--- config.mk ---
export PLATFORM = sky130hd
export DESIGN_NAME = pipe_ctrl
export DESIGN_NICKNAME = d
export VERILOG_FILES = /design/src/rtl/pipe_ctrl_pkg.sv /design/src/rtl/pipe_ctrl_wait_timer.sv /design/src/rtl/pipe_ctrl.sv
export SDC_FILE = /design/constraint.sdc
export NUM_CORES = 1
export LEC_CHECK = 0
export ABC_CLOCK_PERIOD_IN_PS = 5200
export BUFFER_PORTS_ARGS = -buffer_cell sky130_fd_sc_hd__clkbuf_2
export CAP_MARGIN = 20
export CORE_MARGIN = 5
export CORE_UTILIZATION = 52
export DETAILED_ROUTE_END_ITERATION = 16
export PLACE_DENSITY = 0.84
export SYNTH_ARGS = -nofsm -noshare
export SYNTH_HDL_FRONTEND = slang
export SYNTH_SLANG_ARGS = --single-unit
--- constraint.sdc ---
create_clock -name clk -period 5.2 [get_ports clk]
set_clock_uncertainty 0.15 [all_clocks]
set_input_delay 0.26 -clock clk [delete_from_list [all_inputs] [get_ports clk]]
set_output_delay 0.26 -clock clk [all_outputs]
set_load 0.05 [all_outputs]
--- src/rtl/pipe_ctrl_pkg.sv ---
// pipe_ctrl_pkg: shared state encoding and default hang threshold for the pipeline controller.
package pipe_ctrl_pkg;

    typedef enum logic [1:0] {
        RUN      = 2'd0,
        MDU_WAIT = 2'd1,
        MEM_WAIT = 2'd2,
        HANG     = 2'd3
    } state_e;

    localparam int WAIT_MAX_DEF = 255;

endpackage

--- src/rtl/pipe_ctrl_wait_timer.sv ---
// wait_timer: saturating wait-cycle counter; expired flags the cycle the count reaches MAX.
module wait_timer
    import pipe_ctrl_pkg::*;
#(
    parameter int MAX = WAIT_MAX_DEF
) (
    input  logic clk,
    input  logic rstn,
    input  logic clr,
    input  logic en,
    output logic expired
);

    localparam int W = $clog2(MAX + 1);

    logic [W-1:0] cnt_q, cnt_d;

    // expired looks at the next count so the hang is taken on the edge that reaches MAX
    always_comb begin
        cnt_d   = clr ? '0 : (en && cnt_q != W'(MAX)) ? cnt_q + W'(1) : cnt_q;
        expired = !clr && cnt_d == W'(MAX);
    end

    always_ff @(posedge clk or negedge rstn) begin
        if (!rstn) cnt_q <= '0;
        else       cnt_q <= cnt_d;
    end

endmodule

--- src/rtl/pipe_ctrl.sv ---
// pipe_ctrl: 5-stage pipeline hazard controller producing stall/flush controls,
// multi-cycle unit start pulses and a sticky hang flag for runaway wait states.
module pipe_ctrl
    import pipe_ctrl_pkg::*;
#(
    parameter int WAIT_MAX = WAIT_MAX_DEF
) (
    input  logic       clk,
    input  logic       rstn,
    input  logic [4:0] id_rs1,
    input  logic [4:0] id_rs2,
    input  logic       id_use_rs1,
    input  logic       id_use_rs2,
    input  logic [4:0] ex_rd,
    input  logic       ex_memread,
    input  logic       ex_br_taken,
    input  logic       ex_mdu,
    input  logic       mdu_done,
    input  logic       mem_req,
    input  logic       mem_ready,
    output logic       fstall,
    output logic       dstall,
    output logic       estall,
    output logic       mstall,
    output logic       dflush,
    output logic       eflush,
    output logic       mflush,
    output logic       wflush,
    output logic       mdu_go,
    output logic [1:0] state,
    output logic       err
);

    state_e state_q, state_d;
    logic   err_q, err_d;
    logic   load_use, tmr_en, tmr_clr, expired;

    assign load_use = ex_memread && ex_rd != 5'd0 &&
                      ((id_use_rs1 && id_rs1 == ex_rd) || (id_use_rs2 && id_rs2 == ex_rd));
    assign tmr_clr  = state_q == RUN;
    assign tmr_en   = (state_q == MDU_WAIT && !mdu_done) || (state_q == MEM_WAIT && !mem_ready);

    wait_timer #(.MAX(WAIT_MAX)) u_timer (
        .clk    (clk),
        .rstn   (rstn),
        .clr    (tmr_clr),
        .en     (tmr_en),
        .expired(expired)
    );

    always_comb begin
        state_d = state_q;
        err_d   = err_q;
        {fstall, dstall, estall, mstall} = 4'b0000;
        {dflush, eflush, mflush, wflush} = 4'b0000;
        mdu_go  = 1'b0;
        unique case (state_q)
            RUN: begin
                if (mem_req && !mem_ready) begin
                    {fstall, dstall, estall, mstall, wflush} = 5'b11111;
                    state_d = MEM_WAIT;
                end else if (ex_mdu) begin
                    {fstall, dstall, estall, mflush, mdu_go} = 5'b11111;
                    state_d = MDU_WAIT;
                end else if (ex_br_taken) begin
                    {dflush, eflush} = 2'b11;
                end else if (load_use) begin
                    {fstall, dstall, eflush} = 3'b111;
                end
            end
            MDU_WAIT: begin
                if (mdu_done) begin
                    state_d = RUN;
                end else begin
                    {fstall, dstall, estall, mflush} = 4'b1111;
                    if (expired) begin
                        state_d = HANG;
                        err_d   = 1'b1;
                    end
                end
            end
            MEM_WAIT: begin
                if (mem_ready) begin
                    state_d = RUN;
                end else begin
                    {fstall, dstall, estall, mstall, wflush} = 5'b11111;
                    if (expired) begin
                        state_d = HANG;
                        err_d   = 1'b1;
                    end
                end
            end
            HANG: begin
                {fstall, dstall, estall, mstall} = 4'b1111;
            end
            default: state_d = RUN;
        endcase
    end

    always_ff @(posedge clk or negedge rstn) begin
        if (!rstn) begin
            state_q <= RUN;
            err_q   <= 1'b0;
        end else begin
            state_q <= state_d;
            err_q   <= err_d;
        end
    end

    assign state = state_q;
    assign err   = err_q;

endmodule

==> results of run 1 <==
[flip-flops by register name (all words and copies together), names as in the netlist]
signal,cells
err,1
state,2
u_timer.cnt_q,8
[repair_timing]
action / in CTS / in global routing
gates resized for setup: 0 / 0
endpoints found under the setup margin: 0 / 0
hold buffers: 1 / 0
endpoints found under the hold margin: 11 / 0
[power groups by stage]
stage / Sequential [W] / Combinational (W) / Clock (W)
after global placement: 0.000118 / 0.000392 / 0
after global routing: 0.000122 / 0.000435 / 0.0000623
after floorplan: 0.000141 / 0.000296 / 0
after detailed placement: 0.000120 / 0.000400 / 0
final: 0.000118 / 0.000403 / 0.0000582
after CTS: 0.000118 / 0.000402 / 0.0000593
[worst reg2reg max path: stages (launching register included)]
cell	delay, ns
dfrtp_1	0.46
inv_1	0.11
ha_1	0.28
and2b_1	0.21
o22ai_1	0.32
mux2_2	0.39
nor4b_2	0.23
nand4_1	0.20
a31oi_1	0.26
[cells in the final DEF, fill, tap and decap left out, types with 2 or more instances in the layout]
master	n
a21oi_1	2
a31oi_1	3
and3_1	3
clkbuf_2	36
clkbuf_4	3
dfrtp_1	11
ha_1	7
inv_1	6
mux2i_1	3
nand2_1	6
nand2b_1	3
nand3_1	3
nand4_1	2
nor2_1	15
nor2b_1	3
nor3_1	3
nor4_1	4
o211ai_1	3
o21ai_0	3
xnor2_1	2
xor2_1	9
[per-stage QoR]
step	utilization, %	setup WS [ns]	std cells
finish	69.0	2.33	176
global route	69.0	2.11	176
CTS	69.0	2.34	176
detailed placement	67.0	2.52	171
global placement	67.0	2.70	171
floorplan	-	1.93	112
[kinds of logic (layout without fill, tap and decap cells)]
kind of cell	Yosys count	after routing	share of synthesized area [%]
AO/OA/AOI/OAI	23	23	18.1
XOR/XNOR	11	11	9.95
adder cells (fa/ha/maj)	7	7	9.04
buffers and inverters	8	47	3.49
flip-flops	11	11	28.4
multiplexers	4	4	4.26
AND/OR/NAND/NOR	48	48	26.7
[final timing paths]
kind	end	slack, ns	cells past startpoint
worst max-delay path	eflush	2.33	6
worst max register to register	state[0]	2.50	8
worst min register to register	err	0.34	1
worst min-delay path	err	0.21	4
min in group asynchronous	u_timer.cnt_q[3]	0.23	2
max in group asynchronous	state[1]	4.45	2
[area by class of cell]
cell class	instances	area share (%)
Clock buffer	4	2.18
Inverter	6	1.87
Multi-Input combinational cell	93	54.7
Sequential cell	11	22.8
Tap cell	25	2.60
Timing Repair Buffer	37	15.8
[per-layer routing]
| metal | vias up | routed length (um) | global-route usage [%] |
|---|---|---|---|
| li1 | 493 | - | - |
| met1 | 471 | 1000 | 21.8 |
| met2 | 36 | 1410 | 36.0 |
| met3 | 6 | 139 | 4.51 |
| met4 | 0 | 36 | 5.53 |
| met5 | - | 0 | 0 |
==> results.sh, run 1 <==
export IMPL_synth_area_leaders="dfrtp_1 28%, ha_1 9.0%, xor2_1 8.1%, nor2_1 5.8%, mux2i_1 3.1%"
export IMPL_fin_crit_sh_pct=55.2
export IMPL_clk_pin_slew_ns=0.06
export IMPL_netlist_instances=112
export IMPL_multiInputGateArea_um2=659
export IMPL_cts_setup_buffers=0
export IMPL_clkSinkCount=11
export IMPL_finalPower_w=0.000579
export IMPL_worstPathCellList="inv_1 -> ha_1 -> inv_1 -> nor3_1 -> a21boi_0 -> clkbuf_2"
export IMPL_antenna_found_initial=0
export IMPL_die_area_um2=2830
export IMPL_endpoint_kind="primary output"
export IMPL_cts_root_buf="clkbuf_4"
export IMPL_cap_violations=0
export IMPL_fin_area_um2=1200
export IMPL_status="complete, no violations"
export IMPL_netlist_area_um2=968
export IMPL_worst_pin_slew_ns=0.550
export IMPL_synth_cell_types=40
export IMPL_placement_rows=15
export IMPL_fillers=142
export IMPL_port_buffer_count=36
export IMPL_path_max_fanout=14
export IMPL_seq_area_um2=275
export IMPL_cellLeakagePower_nw=0.592
export IMPL_grt_usage_pct=19.4
export IMPL_cts_buffers=3
export IMPL_critPathSlowestCell="ha_1"
export IMPL_synth_edf_count=0
export IMPL_hold_viol_final=0
export IMPL_drtAntennaViolNets=0
export IMPL_synth_seq_area_share_pct=28.4
export IMPL_final_nets=184
export IMPL_yosys_cell_count_top_type="nor2_1"
export IMPL_swShare_pct=58.5
export IMPL_crit_type="reg -> out"
export IMPL_p_per_area_nw_per_um2=480
export IMPL_report_final_slew_viol_count=0
export IMPL_ios=37
export IMPL_placed_area_um2=1170
export IMPL_crit_path_start="state[0]"
export IMPL_slowest_delay_ns=0.51
export IMPL_routed_wl_um=2590
export IMPL_max_freq_ghz=0.348
export IMPL_grt_pass1_vias=985
export IMPL_tns_ns=0
export IMPL_cp_top_family="buffers and inverters"
export IMPL_crit_required_ns=4.79
export IMPL_seqPwrFrac_pct=20.4
export IMPL_num_vias=1006
export IMPL_grt_pass1_wl_um=4110
export IMPL_path_buf_inv=3
export IMPL_cp_arrival_ns=2.46
export IMPL_clockBufferDepth=2
export IMPL_critPathLaunchType="flip-flop"
export IMPL_vias_per_cell=5.72
export IMPL_drc_errors=0
export IMPL_power_internal_w=0.000240
export IMPL_relSlewSlack_pct=63.4
export IMPL_yosysTopAreaCellShare_pct=28.4
export IMPL_dieHeight_um=53.2
export IMPL_holdWs_ns=0.212
export IMPL_h_tree_depth=1
export IMPL_gp_congestion=0.861
export IMPL_grt_max_degree=15
export IMPL_cp_common_cell="inv_1"
export IMPL_setup_viol_count_final=0
export IMPL_cts_tree="done"
export IMPL_rsz0062_at_grt="no"
export IMPL_clk_latency_ns=0.27
export IMPL_avgSynthCellArea_um2=8.65
export IMPL_synth_ff_type="dfrtp_1"
export IMPL_grt_overflow=0
export IMPL_ys_seq_elements=11
export IMPL_hp_start="mdu_done"
export IMPL_yosysTopAreaCell="dfrtp_1"
export IMPL_p_comb_share_pct=69.6
export IMPL_start_util_pct=55.5
export IMPL_hpwl_um=2180
export IMPL_ys_top_cells_by_count="15 x nor2_1, 11 x dfrtp_1, 9 x xor2_1"
export IMPL_post_drt_wl_per_cell_um=14.7
export IMPL_clock_power_share_pct=10.1
export IMPL_peakVddDrop_uv=382
export IMPL_hold_path_class="in -> reg"
export IMPL_die_x_um=53.2
export IMPL_power_switching_w=0.000338
export IMPL_async_flop_share_pct=100
export IMPL_synth_nets=144
export IMPL_area_growth_pct=24.4
export IMPL_yosysWarnings=0
export IMPL_fin_crit_ns=2.87
export IMPL_r2r_start="state[0]"
export IMPL_num_antenna_cells=0
export IMPL_drt_iter0_drc=45
export IMPL_core_area_um2=1750
export IMPL_firstDrtPassIters=5
export IMPL_drive_gt1_share_pct=29.1
(Power assumes the default switching activity.)
==> run 2, diff against run 1 <==
--- a/config.mk
+++ b/config.mk
@@ -5,13 +5,13 @@
 export SDC_FILE = /design/constraint.sdc
 export NUM_CORES = 1
 export LEC_CHECK = 0
-export ABC_CLOCK_PERIOD_IN_PS = 5200
+export ABC_CLOCK_PERIOD_IN_PS = 2800
 export BUFFER_PORTS_ARGS = -buffer_cell sky130_fd_sc_hd__clkbuf_2
 export CAP_MARGIN = 20
 export CORE_MARGIN = 5
-export CORE_UTILIZATION = 52
+export CORE_UTILIZATION = 48
 export DETAILED_ROUTE_END_ITERATION = 16
-export PLACE_DENSITY = 0.84
+export PLACE_DENSITY = 0.79
 export SYNTH_ARGS = -nofsm -noshare
 export SYNTH_HDL_FRONTEND = slang
 export SYNTH_SLANG_ARGS = --single-unit
==> constraint.sdc (replaced) <==
create_clock -name clk -period 2.8 [get_ports clk]
set_clock_uncertainty 0.15 [all_clocks]
set_input_delay 0.14 -clock clk [delete_from_list [all_inputs] [get_ports clk]]
set_output_delay 0.14 -clock clk [all_outputs]
set_load 0.05 [all_outputs]
==> run 2 against run 1 <==
Combinational power grew 95%. Power grew 92%. Critical path depth grew 2. First-iteration DRC count shrank 56%. Sequential cell count is the same. Critical path type is now reg -> reg. Sequential share of layout area shrank 0.60 points. Worst hold slack lost 0.085 ns. Clock power grew 77%.
==> results.sh, run 2 (synthesis gave the netlist of run 1 again) <==
export IMPL_num_antenna_cells=0
export IMPL_area_growth_pct=27.8
export IMPL_placement_rows=16
export IMPL_path_max_fanout=7
export IMPL_antenna_found_initial=0
export IMPL_cap_violations=0
export IMPL_firstDrtPassIters=4
export IMPL_die_x_um=54.9
export IMPL_fin_crit_sh_pct=93.7
export IMPL_grt_usage_pct=17.3
export IMPL_hold_viol_final=0
export IMPL_grt_pass1_wl_um=3830
export IMPL_registers_top_by_ff_count="u_timer.cnt_q"
export IMPL_seqPwrFrac_pct=19.9
export IMPL_clkSinkCount=11
export IMPL_num_vias=989
export IMPL_report_final_slew_viol_count=0
export IMPL_max_freq_ghz=0.381
export IMPL_clock_power_share_pct=9.3
export IMPL_core_area_um2=1940
export IMPL_rsz0062_at_grt="no"
export IMPL_largest_reg_flops=8
export IMPL_clockBufferDepth=2
export IMPL_drt_iter0_drc=20
export IMPL_routed_wl_um=2490
export IMPL_swShare_pct=58.1
export IMPL_grt_overflow=0
export IMPL_crit_required_ns=2.83
export IMPL_post_drt_wl_per_cell_um=13.9
export IMPL_dieHeight_um=54.9
export IMPL_crit_type="reg -> reg"
export IMPL_power_switching_w=0.000644
export IMPL_grt_pass1_vias=934
export IMPL_worst_pin_slew_ns=0.441
export IMPL_seq_area_um2=275
export IMPL_clk_latency_ns=0.26
export IMPL_drtAntennaViolNets=0
export IMPL_endpoint_kind="flip-flop"
export IMPL_port_buffer_count=36
export IMPL_critPathLaunchType="flip-flop"
export IMPL_multiInputGateArea_um2=682
export IMPL_p_comb_share_pct=70.8
export IMPL_gp_congestion=0.810
export IMPL_final_cell_mix="36 x clkbuf_2, 14 x nor2_1, 11 x dfrtp_1"
export IMPL_cellLeakagePower_nw=0.601
export IMPL_fin_util_pct=63.7
export IMPL_fillers=168
export IMPL_layout_commonest_cell="clkbuf_2"
export IMPL_peakVddDrop_uv=773
export IMPL_h_tree_depth=1
export IMPL_final_nets=185
export IMPL_grt_max_degree=14
export IMPL_vias_per_cell=5.53
export IMPL_tns_ns=0
export IMPL_regToRegSetupSlack_ns=0.18
export IMPL_clk_pin_slew_ns=0.06
export IMPL_p_per_area_nw_per_um2=897
export IMPL_cts_buffers=3
export IMPL_hold_path_class="in -> async"
export IMPL_status="complete, no violations"
export IMPL_setup_viol_count_final=0
export IMPL_finalPower_w=0.00111
export IMPL_drive_gt1_share_pct=32.2
export IMPL_cp_arrival_ns=2.65
export IMPL_fin_crit_ns=2.62
export IMPL_drc_errors=0
export IMPL_cts_root_buf="clkbuf_4"
export IMPL_die_area_um2=3020
export IMPL_ios=37
export IMPL_relSlewSlack_pct=70.4
export IMPL_start_util_pct=49.9
export IMPL_hpwl_um=2080
export IMPL_power_internal_w=0.000465
export IMPL_cts_tree="done"
## run 2: area by class of cell
cell class / count / area share (%)
repair buffers: 38 / 16.0
clock buffers: 4 / 2.12
flip-flops and latches: 11 / 22.2
inverters: 6 / 1.82
well taps: 27 / 2.73
multi-input cells: 93 / 55.1
## run 2: path summary, 6_finish.rpt
kind / startpoint / endpoint / depth (start not counted)
max reg2reg: state[0] / state[0] / 8
min in group clk: mdu_done / err / 4
min reg2reg: err / err / 1
min: rstn / u_timer.cnt_q[2] / 2
max: state[0] / state[0] / 8
max in group asynchronous: rstn / state[0] / 2
## run 2: timing repair
action,CTS,global route
hold buffers,1,0
gates resized for setup,0,1
endpoints found under the setup margin,0,2
buffers inserted,0,0
endpoints found under the hold margin,11,0
## run 2: metal layers
metal  track usage, %  part of all wire (%)
met5                0                     0
met4             6.48                  0.92
met3             2.68                   8.9
met2             30.7                    47
met1             20.9                    43
## run 2: power groups by stage
stage / clock network, W / logic (W) / registers (W)
final: 0.000103 / 0.000785 / 0.000221
after CTS: 0.000107 / 0.000774 / 0.000220
after global placement: 0 / 0.000763 / 0.000218
after floorplan: 0 / 0.000564 / 0.000262
after detailed placement: 0 / 0.000771 / 0.000224
after global routing: 0.000115 / 0.000849 / 0.000224
## run 2: stage by stage
step,cells,hold WS (ns),instance area (um2),setup WS (ns)
2_1_floorplan,112,-0.306,985,-0.118
3_3_place_gp,174,-0.132,1190,0.309
3_5_place_dp,174,-0.129,1190,0.155
4_1_cts,179,0.123,1230,0.144
5_1_grt,179,0.152,1240,0.0654
6_report,179,0.126,1240,0.177
## run 2: critical path, cell delays in order, from the launching register on
cell	delay (ns)
dfrtp_1	0.48
inv_1	0.13
ha_1	0.30
and2b_1	0.23
o22ai_2	0.25
mux2_2	0.38
nor4b_2	0.21
nand4_1	0.18
a31oi_1	0.24
